<file path="config.mk">
export PLATFORM = sky130hd
export DESIGN_NAME = xulie_detect_param
export DESIGN_NICKNAME = d
export VERILOG_FILES = /design/src/rtl/xulie_pkg.sv /design/src/rtl/xulie_sat_cnt.sv /design/src/rtl/xulie_detect_param.sv
export SDC_FILE = /design/constraint.sdc
export NUM_CORES = 1
export LEC_CHECK = 0
export ABC_CLOCK_PERIOD_IN_PS = 3800
export CAP_MARGIN = 25
export CORE_AREA = 2 2 39 41
export DETAILED_ROUTE_END_ITERATION = 12
export DIE_AREA = 0 0 41 43
export GPL_ROUTABILITY_DRIVEN = 0
export PLACE_DENSITY = 0.69
export SLEW_MARGIN = 15
export SYNTH_ARGS = -nofsm -noshare
export SYNTH_HDL_FRONTEND = slang
export SYNTH_HIERARCHICAL = 1
export SYNTH_SLANG_ARGS = --single-unit
</file>
<file path="constraint.sdc">
create_clock -name clk -period 3.8 [get_ports clk]
set_input_delay 0.38 -clock clk [delete_from_list [all_inputs] [get_ports clk]]
set_output_delay 0.38 -clock clk [all_outputs]
set_load 0.005 [all_outputs]
</file>
<file path="src/rtl/xulie_pkg.sv">
// Shared constants for the xulie serial pattern detector: pattern limits,
// the default pattern and the match-counter width and saturating increment.
`timescale 1ns/1ps
package xulie_pkg;

    localparam int              PAT_LEN_MAX = 16;
    localparam logic [3:0]      PAT_DEFAULT = 4'b1110;
    localparam int              CNT_W       = 8;

    // Increment that sticks at all-ones instead of wrapping.
    function automatic logic [CNT_W-1:0] sat_inc(input logic [CNT_W-1:0] v);
        return (v == {CNT_W{1'b1}}) ? v : v + CNT_W'(1);
    endfunction

endpackage

</file>
<file path="src/rtl/xulie_sat_cnt.sv">
// Saturating event counter used for the optional match count of xulie_detect_param
// (present only when XULIE_MATCH_CNT_EN is defined).
`timescale 1ns/1ps
module xulie_sat_cnt
    import xulie_pkg::*;
(
    input  logic             clk,
    input  logic             reset,
    input  logic             inc,
    input  logic             clr,
    output logic [CNT_W-1:0] cnt
);

    // NOTE: state registers use non-blocking assignments so every flop samples
    // pre-edge values regardless of block evaluation order.
    always_ff @(posedge clk or negedge reset) begin
        if (!reset) begin
            cnt <= '0;
        end else if (clr) begin
            cnt <= '0;
        end else if (inc) begin
            cnt <= sat_inc(cnt);
        end
    end

endmodule

</file>
<file path="src/rtl/xulie_detect_param.sv">
// Parameterised serial pattern detector with registered (Moore) and early (Mealy)
// match flags; optional match counter enabled by macro XULIE_MATCH_CNT_EN.
`timescale 1ns/1ps
module xulie_detect_param
    import xulie_pkg::*;
#(
    parameter int                 PAT_LEN  = 4,
    parameter logic [PAT_LEN-1:0] PAT_INIT = PAT_LEN'(PAT_DEFAULT),
    parameter int                 OVERLAP  = 1
) (
    input  logic               clk,
    input  logic               reset,
    input  logic               en,
    input  logic               Din,
    input  logic               pat_load,
    input  logic [PAT_LEN-1:0] pat_in,
    output logic               Dout,
    output logic               Dout_early
`ifdef XULIE_MATCH_CNT_EN
    ,
    output logic [CNT_W-1:0]   match_cnt
`endif
);

    localparam int FW = $clog2(PAT_LEN + 1);

    logic [PAT_LEN-1:0] pat;
    logic [PAT_LEN-1:0] hist;
    logic [FW-1:0]      fill;
    logic [PAT_LEN-1:0] hist_next;
    logic               hit;
    logic               unused_hist_msb;

    // The oldest history bit is shifted out before it is ever compared.
    assign unused_hist_msb = hist[PAT_LEN-1];

    assign hist_next  = {hist[PAT_LEN-2:0], Din};
    assign hit        = en & ~pat_load
                      & (fill >= FW'(PAT_LEN - 1))
                      & (hist_next == pat);
    assign Dout_early = hit;

    always_ff @(posedge clk or negedge reset) begin
        if (!reset) begin
            pat  <= PAT_INIT;
            hist <= '0;
            fill <= '0;
            Dout <= 1'b0;
        end else begin
            // hit is already forced low by pat_load and by en=0.
            Dout <= hit;
            if (pat_load) begin
                pat  <= pat_in;
                fill <= '0;
            end else if (en) begin
                hist <= hist_next;
                if (OVERLAP == 0 && hit) begin
                    fill <= '0;
                end else if (fill != FW'(PAT_LEN)) begin
                    fill <= fill + FW'(1);
                end
            end
        end
    end

`ifdef XULIE_MATCH_CNT_EN
    // Dout rises on this edge exactly when hit is set and Dout is still low.
    xulie_sat_cnt u_match_cnt (
        .clk   (clk),
        .reset (reset),
        .inc   (hit & ~Dout),
        .clr   (pat_load),
        .cnt   (match_cnt)
    );
`endif

endmodule

</file>
# Word level (Yosys, flattened, before mapping)

Index checks and enable logic that the tools add are counted.

Flip-flop bits (word level): 11
Input bits: 9
Output and inout bits: 2
Logic and storage cells: 19

$add $sub $neg: 1
$lt $le $gt $ge: 1
Equality and inequality tests: 2
Muxes and demuxes: 3
Bitwise logic cells: 4
Reduce and logical (&&, ||, !) cells: 4

Operator list:

| kind                                                | count |
|---|---|
| two-way mux 3 bit                                   | 3 |
| == test 4 bit                                       | 1 |
| AND reduction 2 bit                                 | 2 |
| nonzero test 2 bit                                  | 2 |
| adder 3 x 1 -> 3 bit, second input constant         | 1 |
| AND 1 bit                                           | 3 |
| >= comparator 3 x 2 -> 1 bit, second input constant | 1 |
| != test 3 bit, second input constant                | 1 |
| NOT 1 bit                                           | 1 |

# Logic depth before layout (Yosys ltp)

Gate-level depths: netlist of the first run.

Depth after elaboration: 4
Depth in mapped cells: 5
Depth with buffers taken out: 5

# Least setup slack after synthesis of the first run

Ideal clock, no wire load.

Path kind: register to output
Start: register fill[0]
End: output Dout_early
Arrival time: 1.153 ns
Data required time: 3.420 ns
Setup slack: 2.267 ns
Stages on the path, launching flop included: 6
Buffers on the path: 0
Cells stage by stage: dfrtp_1 > ha_1 > ha_1 > a211o_1 > nand4_1 > nor3_1

Cells in the longest elaborated chain, start to end: 3

RTL lines:

| item                         | RTL line                 | text |
|---|---|---|
| from (decl)                  | xulie_detect_param.sv:29 | `logic [FW-1:0] fill;` |
| from (signal assigned)       | xulie_detect_param.sv:60 | `fill <= fill + FW'(1);` |
| >= comparator 3 x 2 -> 1 bit | xulie_detect_param.sv:39 | `& (fill >= FW'(PAT_LEN - 1))` |
| AND 1 bit                    | xulie_detect_param.sv:39 |  |
| AND 1 bit                    | xulie_detect_param.sv:40 | `& (hist_next == pat);` |
| to (decl)                    | xulie_detect_param.sv:18 | `output logic Dout_early` |

No other way between the ends.

# Worst setup path in the final report of the first run

Same ends and word-level chain as after synthesis.

==> flow_metrics.tcl, run 1 <==
set metrics [dict create \
    cts.sinks 11 \
    worst_hold_slack_ns 0.439 \
    power.total_mw 0.280 \
    cts-buffers-inserted 3 \
    r2r_slack_ns 2.44 \
    cts_hold_buf 0 \
    area_delta_synth_final_pct 23.9 \
    drv_cap 0 \
    rsz0062_at_grt "no" \
    initial_utilization_pct 40.8 \
    synth_warnings 6 \
    layout-drive-gt1-share_pct 27.3 \
    async_flop_share_pct 100 \
    drtIter0Drc 1 \
    yosysSeqAreaShare_pct 49.4 \
    rr_worst_depth 5 \
    port_buffers 10 \
    gr-total-overflow 0 \
    cts_setup_buffers 0 \
    top_usage_layer "met1" \
    syn_area_um2 564 \
    fin_crit_sh_pct 61.7 \
    cts_tree "done" \
    ios 11 \
    worst_r2r_endpoint "Dout" \
    clock_skew_ns 0.00101 \
    max-slew-margin-rel_pct 68.6 \
    yosysTopAreaCell "dfrtp_1" \
    vias 329 \
    via_per_inst 4.63 \
    worst_pin_slew_ns 0.469 \
    fin_ws_ns 1.46 \
    wl_um 777 \
    die_h_um 43 \
    hold_path_class "primary input to async pin" \
    antennaDiodeCount 0 \
    grt_pass1_vias 343 \
    setup_viol 0 \
    worstPathArrival_ns 1.96 \
    hold_violations 0 \
    drtPass1Iterations 2 \
    fin_crit_ns 2.34 \
    area.sequential_um2 279 \
    use_met1_pct 17.5 \
    ys_top_cells_by_count "dfrtp_1 (8), inv_1 (4), mux2_2 (4), xnor2_1 (4)" \
    cts_resized 0 \
    synth_enable_flop_cells 0 \
    antenna_found_initial 0 \
    ys_types 19 \
    multi_input_area_um2 259 \
    tns_ns 0 \
    maxSlewViolCount 0 \
    crit_path_start_kind "register" \
    max_freq_mhz 427 \
    power_leakage_nw 0.315 \
    grt_pass1_wl_um 1460 \
    root_buffer "clkbuf_4" \
    syn_inst 42 \
    endpoint_kind "output pin" \
    power_density_nw_per_um2 401 \
    grt_max_degree 12 \
    ys_ff_latch 11 \
    cts_htree_levels 1 \
    synth_top_area_share_pct 35.5 \
    ir_worst_vdd_uv 235 \
    die_w_um 41 \
    grtUsageMet3_pct 4.71 \
    layout.nets 68 \
    status "completed" \
    grt_use_total_pct 13.5 \
    dieArea_um2 1760 \
    clkLatencyLatePin_ns 0.26 \
    design.core.area_um2 1380 \
    cp_max_fo 4 \
    clk_pin_slew_ns 0.07 \
    yosys-top-cells-area "dfrtp_1 (35%), dfstp_2 (14%), mux2_2 (8.0%), mux2_4 (8.0%), ha_1 (6.7%)" \
    worstReg2RegStart "fill[0]" \
    drcViolationCount 0 \
    grt_use_met2_pct 15.9 \
    syn_area_per_cell_um2 13.4 \
    place_ws_ns 1.47 \
    synth.most_common_cell "dfrtp_1" \
    placementRows 14 \
    wl_per_cell_um 10.9 \
    synth_ff_type "dfrtp_1" \
    worst_ep_required_time_ns 3.42 \
    clockBufferDepth 2 \
    drtAntennaViolNets 0 \
    criticalPathCategory "register to output pin" \
    nFillCells 133 \
    syn_nets 54 \
]
[final cells by class]
| class | instances | area share [%] |
|---|---|---|
| multi-input combinational | 26 | 37.0 |
| inverter | 4 | 2.15 |
| tap | 16 | 2.86 |
| sequential | 11 | 39.9 |
| clock buffer | 4 | 3.76 |
| timing repair buffer | 10 | 14.3 |
[critical path, stage by stage (launching register included)]
cell and delay, ns:
dfrtp_1 0.40, ha_1 0.17, ha_1 0.14, a211o_1 0.11
nand4_1 0.09, nor3_1 0.24, clkdlybuf4s50_1 0.54
[cell families (layout without fill, tap and decap cells)]
| family | Yosys count | after routing | synth area share, % |
|---|---|---|---|
| compound gates | 4 | 4 | 6.65 |
| mux | 8 | 8 | 17.7 |
| flops | 11 | 11 | 49.4 |
| xor+xnor | 5 | 5 | 7.76 |
| simple gates | 6 | 6 | 7.10 |
| fa+ha+maj | 3 | 3 | 6.65 |
| buf+inv | 5 | 18 | 4.66 |
[worst max path at each step]
stage / startpoint / end / slack [ns] / depth (start not counted)
2_1_floorplan: fill[0] / Dout_early / 2.27 / 5
3_3_place_gp: pat_load / Dout_early / 1.50 / 4
3_5_place_dp: pat_load / Dout_early / 1.47 / 4
4_1_cts: fill[0] / Dout_early / 1.42 / 6
5_1_grt: fill[0] / Dout_early / 1.36 / 6
6_report: fill[0] / Dout_early / 1.46 / 6
[routing by layer]
layer  share of wire, %  vias to the layer above
li1                   -                      167
met1                 48                      153
met2                 45                        7
met3                4.1                        2
met4                2.4                        0
met5                  0                        -
[flip-flops by register name, summed over array words and instances (netlist names)]
register  cells
pat           4
fill          3
hist          3
Dout          1
[report_power, final]
group | internal [mW] | leakage (nW) | switching [mW]
logic | 0.0373 | 0.167 | 0.0191
registers | 0.134 | 0.133 | 0.0126
clock network | 0.0406 | 0.0150 | 0.0364
[placed cells by master (no fill, tap or decap)]
master / count
a21boi_4: 1
dfstp_2: 3
xnor2_1: 4
nor3_1: 1
xor2_1: 1
nand4_1: 1
inv_1: 4
nor2_1: 2
clkbuf_1: 1
mux2i_1: 1
dfrtp_1: 8
a211o_1: 1
or2b_1: 1
mux2_2: 4
ha_1: 3
mux2_4: 3
clkdlybuf4s50_1: 10
nand2b_4: 1
o21ai_0: 1
clkbuf_4: 3
a21oi_1: 1
[metrics by stage]
stage	util, %	std cells	area, µm²
after global placement	48.6	67	673
after floorplan	-	42	564
after CTS	50.5	71	699
after detailed placement	48.6	67	673
final	50.5	71	699
after global routing	50.5	71	699
No activity file was read; power rests on OpenSTA's default activity.
==> run 2: changes to the inputs <==
- ABC_CLOCK_PERIOD_IN_PS: 3800 -> 2300
- clock period: 3.8 -> 2.3 ns (I/O delays scaled with it)
==> flow_metrics.tcl, run 2 (synthesized netlist as in run 1, its figures left out) <==
set metrics [dict create \
    rsz0062_at_grt "no" \
    largest_register_ffs 4 \
    vias 342 \
    clkLatencyLatePin_ns 0.26 \
    cts_hold_buf 0 \
    hold_path_class "primary input to async pin" \
    top_register "pat" \
    dieArea_um2 1760 \
    max_freq_mhz 459 \
    port_buffers 10 \
    clockBufferDepth 2 \
    clock_skew_ns 0.00393 \
    layout_common_cells "clkdlybuf4s50_1 (10), dfrtp_1 (8), inv_1 (4), xnor2_1 (4), mux2_2 (4)" \
    setup_viol 0 \
    design.core.area_um2 1380 \
    hold_violations 0 \
    grt_max_degree 12 \
    mostFrequentLayoutCell "clkdlybuf4s50_1" \
    worstPathArrival_ns 1.95 \
    cp_max_fo 4 \
    die_h_um 43 \
    layout-drive-gt1-share_pct 30.4 \
    status "completed" \
    tns_ns 0 \
    drtIter0Drc 3 \
    fin_crit_sh_pct 94.6 \
    dp_hpwl_um 641 \
    antennaDiodeCount 0 \
    root_buffer "clkbuf_4" \
    placed_cells 68 \
    ir_worst_vdd_uv 324 \
    cts-buffers-inserted 3 \
    antenna_found_initial 0 \
    crit_path_start_kind "register" \
    clk_pin_slew_ns 0.07 \
    nFillCells 130 \
    worst_ep_required_time_ns 2.07 \
    grt_use_total_pct 12.4 \
    wl_um 855 \
    layout.nets 69 \
    drtPass1Iterations 2 \
    ios 11 \
    power_density_nw_per_um2 659 \
    placementRows 14 \
    initial_utilization_pct 40.8 \
    stdcell_count 72 \
    worstReg2RegStart "fill[0]" \
    area_delta_synth_final_pct 26.2 \
    grt_pass1_wl_um 1410 \
    critPathLaunch "fill[0]" \
    maxSlewViolCount 0 \
    gr-total-overflow 0 \
    drcViolationCount 0 \
    criticalPathCategory "register to output pin" \
    grt_pass1_vias 355 \
    endpoint_kind "output pin" \
    die_w_um 41 \
    cts_htree_levels 1 \
    wl_per_cell_um 11.9 \
    drtAntennaViolNets 0 \
    reg_top3 "pat (4), fill (3), hist (3)" \
    drv_cap 0 \
    fin_crit_ns 2.18 \
    power_leakage_nw 0.320 \
    worst_pin_slew_ns 0.492 \
    cts_tree "done" \
    via_per_inst 4.75 \
    max-slew-margin-rel_pct 67.1 \
    cts.sinks 11 \
]
-- run 2: worst max-delay path, stage by stage, from the launching register on --
cell             delay [ns]
dfrtp_1                0.42
ha_1                   0.22
ha_1                   0.17
a211o_1                0.27
nand4_1                0.11
nor3_2                 0.06
clkdlybuf4s50_1        0.44
-- run 2: path summary, 6_finish.rpt --
path	slack, ns	end	cells past startpoint
setup / recovery	0.12	Dout_early	6
hold / removal	0.30	Dout	1
setup reg to reg	0.95	Dout	5
hold reg to reg	0.54	hist[2]	1
max in group asynchronous	1.65	pat[3]	1
min in group clk	0.54	hist[2]	1
-- run 2: area by class of cell --
class	instances	area, µm²	share of cell area [%]
tap	16	20.0	2.81
multi-input combinational	26	264	37.1
sequential	11	279	39.2
inverter	4	15.0	2.11
timing repair buffer	11	108	15.1
clock buffer	4	26.3	3.69
-- run 2: through the flow --
stage | setup WS (ns) | hold slack (ns) | utilization, % | total power [mW] | area (µm²)
after floorplan | 0.917 | -0.0656 | - | 0.313 | 564
after CTS | 0.0910 | 0.310 | 51.1 | 0.474 | 707
final | 0.123 | 0.297 | 51.4 | 0.469 | 712
after global routing | 0.0519 | 0.343 | 51.4 | 0.494 | 712
after detailed placement | 0.311 | 0.520 | 49.2 | 0.344 | 681
after global placement | 0.367 | 0.520 | 49.2 | 0.342 | 681
-- run 2: timing repair --
item | in CTS | in global routing
buffers inserted | 0 | 0
endpoints found under the setup margin | 0 | 1
resized for setup | 0 | 1
-- run 2: layer usage --
metal / track usage (%) / routed length [µm] / vias up
li1: - / - / 168
met3: 3.14 / 30 / 2
met4: 8.00 / 7 / 0
met1: 15.1 / 399 / 165
met5: 0 / 0 / -
met2: 18.4 / 417 / 7
-- run 2: where the power goes --
| group | internal, mW | switching (mW) | leakage, nW |
|---|---|---|---|
| Clock | 0.0669 | 0.0605 | 0.0150 |
| Sequential | 0.222 | 0.0223 | 0.133 |
| Combinational | 0.0630 | 0.0345 | 0.172 |
==> variant, RTL diff (config.mk and constraints of run 2) <==
Change the parameter `OVERLAP` from 1 to 0.
--- a/src/rtl/xulie_detect_param.sv
+++ b/src/rtl/xulie_detect_param.sv
@@ -8,3 +8,3 @@
     parameter logic [PAT_LEN-1:0] PAT_INIT = PAT_LEN'(PAT_DEFAULT),
-    parameter int                 OVERLAP  = 1
+    parameter int                 OVERLAP  = 0
 ) (
Formal check against the unedited RTL: not equivalent (a bounded check fails within 10 cycles, from zero or initial values and one cycle with reset low).
==> variant against run 2 <==
  * Sequential cell count unchanged
  * Count of clock-buffer cells in the layout decreased by 1
  * Final area increased by 7.2%
  * Largest cell class is now multi-input combinational cells
  * Maximum frequency decreased by 1.2%
  * Power increased by 1.1%
  * Utilization increased by 3.7 points
  * Combinational power increased by 6%
  * Wire length increased by 16%
  * Setup slack got worse by 27 ps
  * Synthesized area increased by 1.1%
  * Die area unchanged
==> variant: results (changes against run 2) <==
[status]
status = completed

[critical_path]
rr_worst_depth = 6  ; +1
cp.arrival_ps = 1970  ; +20 ps
r2r_end = fill[1]
worst_path_max_delay_cell = clkdlybuf4s50_1
endpoint = Dout_early
crit_family = buffers and inverters
r2r_slack_ps = 720  ; -230 ps
setup.worst_path.start = fill[0]
cp_max_fo = 5  ; +1

[route]
dr_wl_met3_um = 27  ; -10%
wirelength_um = 996  ; +16%
met2WireLength_um = 550  ; +32%
vias_per_cell = 5.06  ; +6.6%
drt_iter0_markers = 2  ; -1
top_layer = met4
met1_length_um = 410  ; +2.8%

[synth]
synth_cell_types = 21  ; +2
synth_commonest_cells = 8 x dfrtp_1, 7 x mux2_2, 4 x xor2_1
synth_area_leaders = dfrtp_1 35%, dfstp_2 14%, mux2_2 14%
synth_fp_nets = 59  ; +9.3%
synth_warnings = 6  ; unchanged
synth_seq_area_share_pct = 48.9  ; -0.54 points
synthArstFlopShare_pct = 100  ; unchanged

[sta]
finClkSkew_ps = 6.75  ; +2.83 ps
slew_headroom_pct = 68.5  ; +1.3 points

[cts]
ctsHtreeMaxLevel = 1  ; unchanged
max-clock-path-buffers = 2  ; unchanged
numCtsBuffers = 3  ; unchanged
clock_latency_ps = 270
cts-root-buf = clkbuf_4
path_clk_slew_ps = 70  ; about the same

[global_route]
antenna_found_initial = 0  ; unchanged
use_met2_pct = 19.1  ; +0.62 points
first_global_vias = 394  ; +11%
grtUsageMet3_pct = 1.57  ; -1.6 points
track_usage_pct = 13.8  ; +1.4 points
grtUsageMet1_pct = 17.1  ; +1.9 points
grt_pass1_wl_um = 1530  ; +8.8%
grt_max_degree = 12  ; unchanged

[layout]
nFillCells = 129  ; -0.77%
drive_gt1_share_pct = 33.8  ; +3.5 points
top_regs = pat (4), fill (3), hist (3)
fin_nets = 78  ; +13%
syn2layout_area_growth_pct = 33.8
antenna_cells = 0  ; unchanged
top_register = pat

[pwr]
leakage_nw = 0.335  ; +4.8%
ir_worst_vdd_mv = 0.331  ; +2.2%

[placement]
dpl_cell_area_um2 = 701  ; +2.9%

==> variant: cell types whose count changed after synthesis, moves of 2 or more <==
cell      change
xnor2_1       -4
mux2_2        +3
mux2_4        -3
xor2_1        +3
a311oi_1      +2
and3b_1       +2
nand2b_1      +2
==> variant: cell type report <==
type	count	area share [%]
well taps	16	2.62
multi-input cells	32	37.7
flip-flops and latches	11	36.6
repair buffers	15	18.0
clock inverters	1	0.656
inverters	3	1.48
clock buffers	3	2.95
==> variant: where the power goes <==
part	internal [mW]	switching [mW]	total, mW
sequential	0.221	0.0196	0.241
combinational	0.0598	0.0431	0.103
clock	0.0644	0.0667	0.131
total	0.345	0.129	0.475
==> variant: how the worst min path moves through the flow <==
stage | startpoint | to | slack, ps | depth (start not counted)
3_5_place_dp | hist[2] | hist[2] | 520 | 1
2_1_floorplan | reset | Dout | -70 | 0
5_1_grt | reset | hist[1] | 310 | 1
4_1_cts | reset | hist[1] | 280 | 1
6_report | reset | hist[1] | 280 | 1
3_3_place_gp | hist[2] | hist[2] | 510 | 1
==> variant: metrics by stage <==
stage / total power [mW] / TNS [ps] / setup WS, ps / std cells
after floorplan: 0.299 / 0 / 815 / 47
after global placement: 0.331 / 0 / 330 / 74
after detailed placement: 0.335 / 0 / 333 / 74
after CTS: 0.471 / 0 / 8.88 / 78
after global routing: 0.508 / -0.0375 / -0.0375 / 81
final: 0.475 / 0 / 96.6 / 81
==> variant: cell families after synthesis <==
family,count (synthesis),synth area share (%)
muxes,8,15.6
buffers and inverters,4,2.85
and+or+nand+nor,10,10.3
DFF,11,48.9
AOI/OAI and AO/OA,7,9.65
xor gates and xnor gates,4,6.14
adders and majority gates,3,6.58
==> variant: timing repair <==
action | in CTS | in global routing
resized for setup | 0 | 3
setup buffers | 0 | 3
hold buffers | 0 | 0
endpoints found under the setup margin | 0 | 1
